[src/rtl/switch_conditioner.sv]
`default_nettype none
// ============================================================================
// Module   : switch_conditioner
// Purpose  : Conditions raw slide-switch pins for the control path. Each bit
//            passes through a SYNC_STAGES-deep synchroniser, a debounce
//            counter and a registered rise/fall pulse generator.
// Option   : define SWITCH_STEP_PULSE_EN to turn stepEn into a one-cycle
//            single-step pulse taken from switch STEP_BIT. Without it stepEn
//            is tied high and the CPU runs freely.
// Revision : 1.0 - initial release
// ============================================================================
module switch_conditioner #(
  parameter int W               = 10,
  parameter int SYNC_STAGES     = 2,
  parameter int DEBOUNCE_CYCLES = 50000,
  parameter int STEP_BIT        = 9
) (
  input  logic         clk,
  input  logic         rst,
  input  logic [W-1:0] switchesRaw,
  output logic [W-1:0] switchesOut,
  output logic [W-1:0] risePulse,
  output logic [W-1:0] fallPulse,
  output logic         stepEn
);

  localparam int             CNT_W   = $clog2(DEBOUNCE_CYCLES);
  localparam logic [CNT_W-1:0] CNT_MAX = CNT_W'(DEBOUNCE_CYCLES - 1);

  // Reject illegal configurations at elaboration time.
  generate
    if (SYNC_STAGES < 2 || SYNC_STAGES > 4) begin : g_bad_sync
      $error("switch_conditioner: SYNC_STAGES must be 2..4");
    end
    if (DEBOUNCE_CYCLES < 2) begin : g_bad_debounce
      $error("switch_conditioner: DEBOUNCE_CYCLES must be at least 2");
    end
    if (STEP_BIT < 0 || STEP_BIT >= W) begin : g_bad_step
      $error("switch_conditioner: STEP_BIT must index a switch bit");
    end
  endgenerate

  // Next-cycle rise indication per bit; the step register shares it so that
  // stepEn lines up exactly with risePulse[STEP_BIT].
  logic [W-1:0] rise_next;

  generate
    for (genvar i = 0; i < W; i++) begin : g_bit
      logic [SYNC_STAGES-1:0] sync_q;
      logic                   sync_lvl;
      logic [CNT_W-1:0]       cnt_q;
      logic                   out_q;
      logic                   rise_q;
      logic                   fall_q;
      logic                   mismatch;
      logic                   accept;

      assign sync_lvl     = sync_q[SYNC_STAGES-1];
      assign mismatch     = (sync_lvl != out_q);
      assign accept       = mismatch && (cnt_q == CNT_MAX);
      assign rise_next[i] = accept && sync_lvl;

      // Plain shift chain; bit 0 is the metastability-exposed capture flop.
      always_ff @(posedge clk) begin
        if (rst) begin
          sync_q <= '0;
        end else begin
          sync_q <= {sync_q[SYNC_STAGES-2:0], switchesRaw[i]};
        end
      end

      // Debounce: count consecutive disagreeing cycles, accept on the last one.
      always_ff @(posedge clk) begin
        if (rst) begin
          cnt_q  <= '0;
          out_q  <= 1'b0;
          rise_q <= 1'b0;
          fall_q <= 1'b0;
        end else begin
          rise_q <= 1'b0;
          fall_q <= 1'b0;
          if (!mismatch) begin
            cnt_q <= '0;
          end else if (accept) begin
            out_q  <= sync_lvl;
            cnt_q  <= '0;
            rise_q <= sync_lvl;
            fall_q <= ~sync_lvl;
          end else begin
            cnt_q <= cnt_q + CNT_W'(1);
          end
        end
      end

      assign switchesOut[i] = out_q;
      assign risePulse[i]   = rise_q;
      assign fallPulse[i]   = fall_q;
    end
  endgenerate

`ifdef SWITCH_STEP_PULSE_EN
  logic step_q;

  // One program-counter advance per debounced press of the step switch.
  always_ff @(posedge clk) begin
    if (rst) begin
      step_q <= 1'b0;
    end else begin
      step_q <= rise_next[STEP_BIT];
    end
  end

  assign stepEn = step_q;
`else
  logic unused_rise;
  assign unused_rise = ^rise_next;

  // Free-running CPU: the program counter advances every cycle.
  assign stepEn = 1'b1;
`endif

endmodule
`default_nettype wire

[config.mk]
export PLATFORM = sky130hd
export DESIGN_NAME = switch_conditioner
export DESIGN_NICKNAME = d
export VERILOG_FILES = /design/src/rtl/switch_conditioner.sv
export SDC_FILE = /design/constraint.sdc
export NUM_CORES = 1
export LEC_CHECK = 0
export ABC_CLOCK_PERIOD_IN_PS = 2700
export BUFFER_PORTS_ARGS = -buffer_cell sky130_fd_sc_hd__buf_2
export CAP_MARGIN = 0
export CORE_ASPECT_RATIO = 0.75
export CORE_UTILIZATION = 55
export CTS_CLUSTER_SIZE = 30
export DETAILED_ROUTE_END_ITERATION = 8
export PLACE_DENSITY = 0.83
export SLEW_MARGIN = 20
export SYNTH_ARGS = -nofsm -noshare
export SYNTH_HDL_FRONTEND = slang
export SYNTH_SLANG_ARGS = --single-unit
[constraint.sdc]
create_clock -name clk -period 2.7 [get_ports clk]
set_input_delay 0.27 -clock clk [delete_from_list [all_inputs] [get_ports clk]]
set_output_delay 0.27 -clock clk [all_outputs]
set_load 0.02 [all_outputs]
==> results of run 1 <==
==> cells in the final DEF, fill, tap and decap left out, types with 3 or more instances in the layout <==
| master | netlist | final |
|---|---|---|
| nor2_1 | 180 | 180 |
| nand4_1 | 39 | 39 |
| clkbuf_16 | 0 | 21 |
| bufinv_16 | 0 | 4 |
| xor2_1 | 30 | 30 |
| clkbuf_8 | 0 | 4 |
| nand4b_1 | 6 | 6 |
| and4_1 | 4 | 4 |
| nand2b_1 | 7 | 7 |
| dlygate4sd3_1 | 0 | 6 |
| nor2b_1 | 21 | 21 |
| nor4b_1 | 10 | 10 |
| nor4_1 | 47 | 47 |
| ha_1 | 10 | 10 |
| nor3_1 | 47 | 47 |
| nor4bb_1 | 10 | 10 |
| and3_1 | 13 | 13 |
| mux2i_1 | 8 | 8 |
| xnor2_1 | 117 | 117 |
| buf_2 | 2 | 41 |
| a21oi_1 | 4 | 4 |
| buf_4 | 32 | 4 |
| inv_1 | 31 | 31 |
| clkinv_2 | 0 | 4 |
| nand3_1 | 54 | 54 |
| dfxtp_1 | 210 | 210 |
| and2_1 | 5 | 5 |
| or3_1 | 3 | 3 |
| nand2_1 | 36 | 36 |
| or4_1 | 6 | 6 |
==> state kept, by name, summed over array words and instances (netlist names) <==
name and cells:
g_bit.cnt_q 160, g_bit.sync_q 20, g_bit.fall_q 10, g_bit.out_q 10
g_bit.rise_q 10
==> Yosys cell counts (3+ instances only) <==
cell      count
a21oi_1       4
nor4bb_1     10
or3_1         3
inv_1        31
or4_1         6
buf_4        32
nand3_1      54
nand4b_1      6
buf_6         3
nor4b_1      10
and2_1        5
nand2b_1      7
mux2i_1       8
nor2b_1      21
nand2_1      36
dfxtp_1     210
and4_1        4
and3_1       13
xnor2_1     117
nor2_1      180
nand4_1      39
buf_1         3
xor2_1       30
ha_1         10
nor3_1       47
clkbuf_1     15
nor4_1       47
==> layer usage <==
layer / vias up / global-route usage [%]
met1: 2954 / 26.36
met2: 78 / 30.87
met4: 0 / 4.742
met3: 22 / 3.443
li1: 3326 / -
met5: - / 0
==> kinds of logic after synthesis <==
group	after synthesis	synth area share (%)
adder cells (fa/ha/maj)	10	1.414
XOR/XNOR	147	14.55
multiplexers	8	0.9049
flip-flops	210	47.50
buffers and inverters	86	5.288
AO/OA/AOI/OAI	8	0.5372
other	1	0.04237
AND/OR/NAND/NOR	502	29.76
==> stage by stage <==
| step | setup slack (ns) | std cells | hold WS [ns] | util (%) | power [mW] |
|---|---|---|---|---|---|
| 2_1_floorplan | 0.8286 | 972 | 0.3982 | - | 3.248 |
| 3_3_place_gp | 0.6155 | 1167 | 0.4197 | 58.12 | 3.268 |
| 3_5_place_dp | 0.5867 | 1167 | 0.4212 | 58.12 | 3.271 |
| 4_1_cts | 0.5346 | 1209 | 0.001260 | 63.30 | 6.367 |
| 5_1_grt | 0.3741 | 1209 | 0.009313 | 63.30 | 6.507 |
| 6_report | 0.5700 | 1209 | 0.009511 | 63.30 | 6.295 |
==> final timing paths <==
check | start | cells after the start | to
worst max-delay path | g_bit[8].cnt_q[13] | 4 | g_bit[8].cnt_q[4]
worst min register to register | g_bit[0].sync_q[0] | 1 | g_bit[0].sync_q[1]
worst min-delay path | switchesRaw[5] | 2 | g_bit[5].sync_q[0]
worst max register to register | g_bit[8].cnt_q[13] | 4 | g_bit[8].cnt_q[4]
==> layout make-up <==
type                            count  share of cell area, %
Sequential cell                   210                  42.93
Clock inverter                     10                  1.610
Timing Repair Buffer               51                  3.016
Inverter                           31                  1.188
Multi-Input combinational cell    676                  42.67
Clock buffer                       26                  5.967
Tap cell                          205                  2.619
==> timing repair <==
| action | 4_1_cts | 5_1_grt |
|---|---|---|
| endpoints found under the setup margin | 0 | 0 |
| endpoints found under the hold margin | 6 | 0 |
| hold buffers | 6 | 0 |
==> power by group <==
group | switching [mW] | internal [mW] | total (mW)
sequential | 0.0124 | 3.12 | 3.13
clock | 1.17 | 1.92 | 3.09
combinational | 0.0486 | 0.0308 | 0.0795
total | 1.23 | 5.06 | 6.30
==> results.json, run 1 <==
{
  "status": "finished, final reports clean",
  "final-setup-viol-count": 0,
  "crit_chain": "or4b_4 > or4_4 > o21ai_2 > nor2_1",
  "ys_ff_latch": 210,
  "ir_drop_mv": 0.4134,
  "cp.buffers_inverters": 0,
  "dr.pass1.iters": 5,
  "synth_flop_cell": "dfxtp_1",
  "path_clk_slew_ns": 0.06,
  "place.port_buffers": 41,
  "wl_met2_mm": 7.044,
  "r2r_slack_ns": 0.57,
  "drtIter0Drc": 390,
  "vias_per_cell": 5.277,
  "ys_async_sr_fraction_pct": 0,
  "syn_avg_cell_area_um2": 9.105,
  "rows": 39,
  "wl_mm": 15.64,
  "critPathRequiredTime_ns": 3.05,
  "grt_pass1_wl_mm": 26.84,
  "root_buffer": "clkbuf_16",
  "register_area_um2": 4204,
  "multi_input_area_um2": 4178,
  "post_cts_buffers": 0,
  "synth_area_um2": 8850,
  "wl_met1_mm": 7.843,
  "worstSkewPairLatency_ns": 0.49,
  "syn_inst": 972,
  "cts_sinks": 210,
  "hpwlAfterDp_mm": 10.18,
  "start_kind": "flip-flop",
  "drcViolationCount": 0,
  "crit_slowest_cell": "or4b_4",
  "synth-edff-count": 0,
  "ioPinCount": 43,
  "synthDistinctLibCells": 44,
  "path_class": "flip-flop to flip-flop",
  "end_kind": "flip-flop",
  "grt_max_degree": 24,
  "drive_gt1_share_pct": 8.964,
  "min_period_ns": 2.130,
  "synth.net_count": 994,
  "die_w_um": 148.5,
  "critical-path-top-delay-family": "simple AND/OR/NAND/NOR gates",
  "initial_core_util_pct": 57.21,
  "synth.top_cell.area_share_pct": 47.50,
  "hold_class": "primary input to flip-flop",
  "cts_tree": "yes",
  "gp_congestion": 0.8257,
  "ant_nets": 0,
  "synth_area_leader_cell": "dfxtp_1",
  "die_area_um2": 16610,
  "area_growth_pct": 10.65,
  "placed_area_um2": 8990,
  "drv_cap": 0,
  "hold_viol": 0,
  "slew_violations": 0,
  "grt_remaining_overflow": 0,
  "cts_max_path_buffers": 3,
  "core_um2": 15470,
  "max-slew-margin-rel_pct": 59.12,
  "wire_per_inst_um": 12.94,
  "htree_levels": 1,
  "powerDensity_nw_per_um2": 642.9,
  "arrival_ns": 2.48,
  "top_layer_used": "met4",
  "path_max_fanout": 14,
  "design_area_um2": 9792,
  "wl_met3_um": 486,
  "nets": 1013,
  "antenna_found_initial": 0,
  "fillers": 1225,
  "timing.fmax_mhz": 469.5,
  "grt_pass1_vias": 5887,
  "skew_ns": 0.01243,
  "rsz0062_at_grt": "no",
  "fin_crit_sh_pct": 78.89,
  "yosysWarningCount": 0,
  "synth_top_cells_by_area": "dfxtp_1 (48%), xnor2_1 (12%), nor2_1 (7.6%)",
  "cts_resized": 0,
  "slowest_delay_ns": 0.54,
  "p_leak_nw": 3.133,
  "numCtsBuffers": 21,
  "tightest_slew_ns": 0.6116,
  "grt_use_total_pct": 19.12,
  "num_vias": 6380,
  "ys_seq_area_share_pct": 47.50,
  "antenna_cells": 0,
  "tns_ns": 0,
  "die_y_um": 111.9
}
No activity file was read; power rests on OpenSTA's default activity.
==> inputs of run 2 (changes only) <==
--- a/config.mk
+++ b/config.mk
@@ -5,14 +5,15 @@
 export SDC_FILE = /design/constraint.sdc
 export NUM_CORES = 1
 export LEC_CHECK = 0
-export ABC_CLOCK_PERIOD_IN_PS = 2700
+export ABC_AREA = 1
+export ABC_CLOCK_PERIOD_IN_PS = 2090
 export BUFFER_PORTS_ARGS = -buffer_cell sky130_fd_sc_hd__buf_2
 export CAP_MARGIN = 0
 export CORE_ASPECT_RATIO = 0.75
 export CORE_UTILIZATION = 55
 export CTS_CLUSTER_SIZE = 30
 export DETAILED_ROUTE_END_ITERATION = 8
-export PLACE_DENSITY = 0.83
+export PLACE_DENSITY = 0.82
 export SLEW_MARGIN = 20
 export SYNTH_ARGS = -nofsm -noshare
 export SYNTH_HDL_FRONTEND = slang
==> constraint.sdc (replaced) <==
create_clock -name clk -period 2.09 [get_ports clk]
set_input_delay 0.209 -clock clk [delete_from_list [all_inputs] [get_ports clk]]
set_output_delay 0.209 -clock clk [all_outputs]
set_load 0.02 [all_outputs]
==> results.json, run 2 <==
{
  "wl_met2_mm": 7.965,
  "layout_common_cells": "nor2_1 (328), nand2_1 (319), dfxtp_1 (210)",
  "synth_area_um2": 10040,
  "ys_ff_latch": 210,
  "synth_fa_ha_area_share_pct": 1.246,
  "synth.net_count": 1441,
  "wl_met3_um": 885,
  "grt_max_degree": 21,
  "drtIter0Drc": 548,
  "grt_remaining_overflow": 0,
  "gp_congestion": 0.8561,
  "reg_top3": "g_bit.cnt_q: 160 flops, g_bit.sync_q: 20 flops",
  "final_common_cell": "nor2_1",
  "critPathRequiredTime_ns": 2.45,
  "synth_flop_cell": "dfxtp_1",
  "initial_core_util_pct": 56.53,
  "start_kind": "flip-flop",
  "synth_top_family_by_area": "simple AND/OR/NAND/NOR gates",
  "nets": 1472,
  "yosysWarningCount": 0,
  "cts_max_path_buffers": 3,
  "area_growth_pct": 9.383,
  "path_class": "flip-flop to flip-flop",
  "cts_sinks": 210,
  "arrival_ns": 2.05,
  "whs_ns": 0.1604,
  "largest_reg_flops": 160,
  "synth_compound_area_share_pct": 3.215,
  "synth_mux_area_share_pct": 0,
  "wl_met1_mm": 9.130,
  "hpwlAfterDp_mm": 12.95,
  "hold_viol": 0,
  "slowest_delay_ns": 0.48,
  "final-setup-viol-count": 0,
  "synth_area_leader_cell": "dfxtp_1",
  "syn_inst": 1419,
  "grt_use_total_pct": 20.26,
  "skew_ns": 0.009711,
  "numCtsBuffers": 22,
  "root_buffer": "clkbuf_16",
  "top_layer_used": "met4",
  "drv_cap": 0,
  "die_w_um": 158.0,
  "grt_pass1_vias": 7414,
  "rsz0062_at_grt": "no",
  "drive_gt1_share_pct": 8.749,
  "hold_class": "primary input to flip-flop",
  "end_kind": "flip-flop",
  "wire_per_inst_um": 10.73,
  "ys_async_sr_fraction_pct": 0,
  "tns_ns": 0,
  "wl_mm": 18.29,
  "die_area_um2": 18810,
  "path_clk_slew_ns": 0.06,
  "ant_nets": 0,
  "grt_pass1_wl_mm": 32.11,
  "htree_levels": 1,
  "tightest_slew_ns": 0.5554,
  "antenna_found_initial": 0,
  "rows": 42,
  "min_period_ns": 1.684,
  "ioPinCount": 43,
  "cp.buffers_inverters": 1,
  "synthDistinctLibCells": 31,
  "antenna_cells": 0,
  "synth-edff-count": 0,
  "synth_common_cells": "nor2_1 (328), nand2_1 (319), dfxtp_1 (210)",
  "vias_per_cell": 4.808,
  "num_vias": 8198,
  "drcViolationCount": 0,
  "core_um2": 17760,
  "powerDensity_nw_per_um2": 712.2,
  "synth_top_cells_by_area": "dfxtp_1 (42%), nor2_1 (12%), nand2_1 (12%)",
  "timing.fmax_mhz": 593.8,
  "die_y_um": 119.0,
  "status": "finished, final reports clean",
  "largest-register": "g_bit.cnt_q",
  "post_cts_buffers": 0,
  "max-slew-margin-rel_pct": 62.83,
  "fillers": 1600,
  "dr.pass1.iters": 6,
  "ys_seq_area_share_pct": 41.87,
  "worstSkewPairLatency_ns": 0.50,
  "path_max_fanout": 16,
  "slew_violations": 0,
  "critical-path-top-delay-family": "compound AO/OA/AOI/OAI gates",
  "crit_slowest_cell": "o21ai_4",
  "synthSimpleGateAreaFrac_pct": 35.69,
  "p_leak_nw": 4.183,
  "syn_avg_cell_area_um2": 7.076,
  "fin_crit_sh_pct": 80.58,
  "synth_xor_xnor_area_share_pct": 7.414,
  "ir_drop_mv": 0.7551,
  "crit_chain": "ha_1 > nand3_2 > inv_2 > nand3_1 > o21ai_4 > nor2_1",
  "synth.top_cell.area_share_pct": 41.87,
  "cts_tree": "yes",
  "yosysMostFrequentCell": "nor2_1",
  "place.port_buffers": 41
}
## run 2: worst reg2reg max path: stages (launching register included)
cell and delay (ns):
dfxtp_1 0.36, ha_1 0.21, nand3_2 0.12, inv_2 0.10, nand3_1 0.17, o21ai_4 0.48
nor2_1 0.12
## run 2: metal layers
metal | vias to the layer above | GRT usage, %
met5 | - | 0
met4 | 0 | 4.627
met3 | 28 | 3.384
met2 | 169 | 32.41
met1 | 3616 | 28.45
li1 | 4385 | -
## run 2: kinds of logic (layout without fill, tap and decap cells)
| kind of cell | Yosys count | after routing |
|---|---|---|
| other | 1 | 1 |
| AND/OR/NAND/NOR | 837 | 837 |
| adder cells (fa/ha/maj) | 10 | 10 |
| XOR/XNOR | 85 | 85 |
| flip-flops | 210 | 210 |
| AO/OA/AOI/OAI | 44 | 44 |
| buffers and inverters | 232 | 276 |
## run 2: path summary, 6_finish.rpt
path / end / slack (ns) / startpoint / depth (start not counted)
setup / recovery: g_bit[4].cnt_q[7] / 0.41 / g_bit[4].cnt_q[0] / 6
hold / removal: g_bit[6].out_q / 0.16 / rst / 4
setup reg to reg: g_bit[4].cnt_q[7] / 0.41 / g_bit[4].cnt_q[0] / 6
hold reg to reg: g_bit[0].sync_q[1] / 0.40 / g_bit[0].sync_q[0] / 2
## run 2: area by class of cell
| cell class | instances | area (um2) | area share (%) |
|---|---|---|---|
| Clock buffer | 32 | 649.4 | 5.913 |
| Sequential cell | 210 | 4204 | 38.28 |
| Clock inverter | 5 | 25.02 | 0.2278 |
| Timing Repair Buffer | 54 | 327.8 | 2.985 |
| Tap cell | 242 | 302.8 | 2.757 |
| Inverter | 185 | 694.4 | 6.323 |
| Multi-Input combinational cell | 977 | 4780 | 43.52 |
## run 2: through the flow
step	std cells	instance area, um2	utilization, %	worst slack, ns	power, mW
after floorplan	1419	10040	-	0.7208	4.215
after global placement	1658	10210	57.47	0.5164	4.239
after detailed placement	1658	10210	57.47	0.4333	4.244
after CTS	1705	10980	61.83	0.3927	7.907
after global routing	1705	10980	61.83	0.2364	8.114
final	1705	10980	61.83	0.4059	7.823
## run 2: report_power, final
group	total [mW]	switching (mW)	internal, mW
clock network	3.65	1.51	2.14
logic	0.127	0.0811	0.0458
registers	4.04	0.0156	4.03
total	7.82	1.61	6.21
## run 2: timing repair
item | CTS | global route
endpoints found under the hold margin | 10 | 0
hold buffers | 10 | 0
resized for setup | 0 | 0
==> inputs of run 3 (changes only) <==
--- a/config.mk
+++ b/config.mk
@@ -6,7 +6,7 @@
 export NUM_CORES = 1
 export LEC_CHECK = 0
 export ABC_AREA = 1
-export ABC_CLOCK_PERIOD_IN_PS = 2090
+export ABC_CLOCK_PERIOD_IN_PS = 1800
 export BUFFER_PORTS_ARGS = -buffer_cell sky130_fd_sc_hd__buf_2
 export CAP_MARGIN = 0
 export CORE_ASPECT_RATIO = 0.75
==> constraint.sdc (replaced) <==
create_clock -name clk -period 1.8 [get_ports clk]
set_input_delay 0.18 -clock clk [delete_from_list [all_inputs] [get_ports clk]]
set_output_delay 0.18 -clock clk [all_outputs]
set_load 0.02 [all_outputs]
==> results.json, run 3 (same netlist as run 2, synthesis figures left out) <==
{
  "grt_pass1_wl_mm": 31.58,
  "htree_levels": 1,
  "initial_core_util_pct": 56.53,
  "rsz0062_at_grt": "no",
  "status": "finished, final reports clean",
  "tns_ns": 0,
  "die_w_um": 158.0,
  "fillers": 1597,
  "place.port_buffers": 41,
  "antenna_cells": 0,
  "start_kind": "flip-flop",
  "layout.cells.non_filler": 1708,
  "drcViolationCount": 0,
  "dr.pass1.iters": 5,
  "path_clk_slew_ns": 0.06,
  "final-setup-viol-count": 0,
  "ant_nets": 0,
  "min_period_ns": 1.589,
  "core_um2": 17760,
  "p_leak_nw": 4.248,
  "cts_max_path_buffers": 3,
  "arrival_ns": 1.96,
  "whs_ns": 0.03386,
  "worstSkewPairLatency_ns": 0.50,
  "num_vias": 8203,
  "post_cts_buffers": 0,
  "root_buffer": "clkbuf_16",
  "nets": 1473,
  "die_y_um": 119.0,
  "final_common_cell": "nor2_1",
  "powerDensity_nw_per_um2": 880.6,
  "grt_max_degree": 22,
  "fin_crit_sh_pct": 88.26,
  "drv_cap": 0,
  "ioPinCount": 43,
  "placed_cells": 1660,
  "antenna_found_initial": 0,
  "path_max_fanout": 15,
  "grt_pass1_vias": 7348,
  "layout_common_cells": "nor2_1 (328), nand2_1 (319), dfxtp_1 (210)",
  "critPathRequiredTime_ns": 2.18,
  "ir_drop_mv": 0.7079,
  "path_class": "flip-flop to flip-flop",
  "hold_viol": 0,
  "cts_sinks": 210,
  "gp_congestion": 0.8967,
  "grt_use_total_pct": 19.86,
  "end_kind": "flip-flop",
  "reg_top3": "g_bit.cnt_q: 160 flops, g_bit.sync_q: 20 flops",
  "hpwlAfterDp_mm": 12.87,
  "skew_ns": 0.01228,
  "rows": 42,
  "hold_class": "primary input to flip-flop",
  "placed_area_um2": 10240,
  "drtIter0Drc": 430,
  "largest_reg_flops": 160,
  "area_growth_pct": 10.85,
  "wl_mm": 18.06,
  "wire_per_inst_um": 10.58,
  "vias_per_cell": 4.803,
  "die_area_um2": 18810,
  "design_area_um2": 11130,
  "numCtsBuffers": 21,
  "grt_remaining_overflow": 0,
  "largest-register": "g_bit.cnt_q",
  "drive_gt1_share_pct": 9.004,
  "timing.fmax_mhz": 629.5,
  "cts_tree": "yes",
  "slew_violations": 0
}
==> run 3: cell count changes in the layout (fill, tap and decap cells not counted) <==
| cell | delta |
|---|---|
| clkinv_2 | -3 |
| buf_4 | +1 |
| bufinv_16 | +6 |
| buf_12 | +1 |
| clkbuf_1 | -1 |
| inv_6 | +1 |
| clkbuf_16 | -2 |
==> run 3: layout make-up <==
class | instances | area, um2 | share of cell area, %
clock buffers | 29 | 595.6 | 5.351
clock inverters | 9 | 198.9 | 1.787
inverters | 185 | 694.4 | 6.239
multi-input cells | 977 | 4780 | 42.94
flip-flops and latches | 210 | 4204 | 37.77
well taps | 242 | 302.8 | 2.720
repair buffers | 56 | 355.3 | 3.192
==> run 3: per-layer routing <==
metal,vias up,global-route usage [%],routed length [um]
met1,3631,27.96,9198
met3,23,3.166,761
li1,4399,-,-
met5,-,0,0
met2,150,31.77,7818
met4,0,4.627,286
==> run 3: report_power, final <==
| part | total, mW | leakage, nW | switching, mW | internal, mW |
|---|---|---|---|---|
| clock network | 4.96 | 0.389 | 1.78 | 3.18 |
| logic | 0.150 | 2.16 | 0.0931 | 0.0573 |
| registers | 4.69 | 1.70 | 0.0177 | 4.67 |
| total | 9.80 | 4.25 | 1.89 | 7.91 |
==> run 3: stage by stage <==
| stage | utilization (%) | power (mW) | setup slack [ns] |
|---|---|---|---|
| after CTS | 62.67 | 9.918 | 0.2028 |
| after floorplan | - | 4.894 | 0.4308 |
| after global routing | 62.67 | 10.13 | 0.08142 |
| final | 62.67 | 9.802 | 0.2114 |
| after global placement | 57.63 | 4.926 | 0.2976 |
| after detailed placement | 57.63 | 4.931 | 0.2441 |
==> run 3: critical path: stages (launching register included) <==
cell and delay, ns:
dfxtp_1 0.36, ha_1 0.20, nand3_1 0.18, inv_1 0.10, nand3_1 0.15, o21bai_4 0.38, nor2_1 0.10
==> run 3: worst paths after layout <==
path,startpoint,end,slack [ns],depth (start not counted)
worst max-delay path,g_bit[3].cnt_q[0],g_bit[3].cnt_q[9],0.21,6
worst min register to register,g_bit[4].sync_q[0],g_bit[4].sync_q[1],0.40,2
worst max register to register,g_bit[3].cnt_q[0],g_bit[3].cnt_q[9],0.21,6
worst min-delay path,rst,g_bit[6].sync_q[1],0.03,2
==> run 3: repair_timing <==
item | in CTS | in global routing
endpoints found under the hold margin | 10 | 0
hold buffers | 10 | 0
resized for setup | 0 | 0
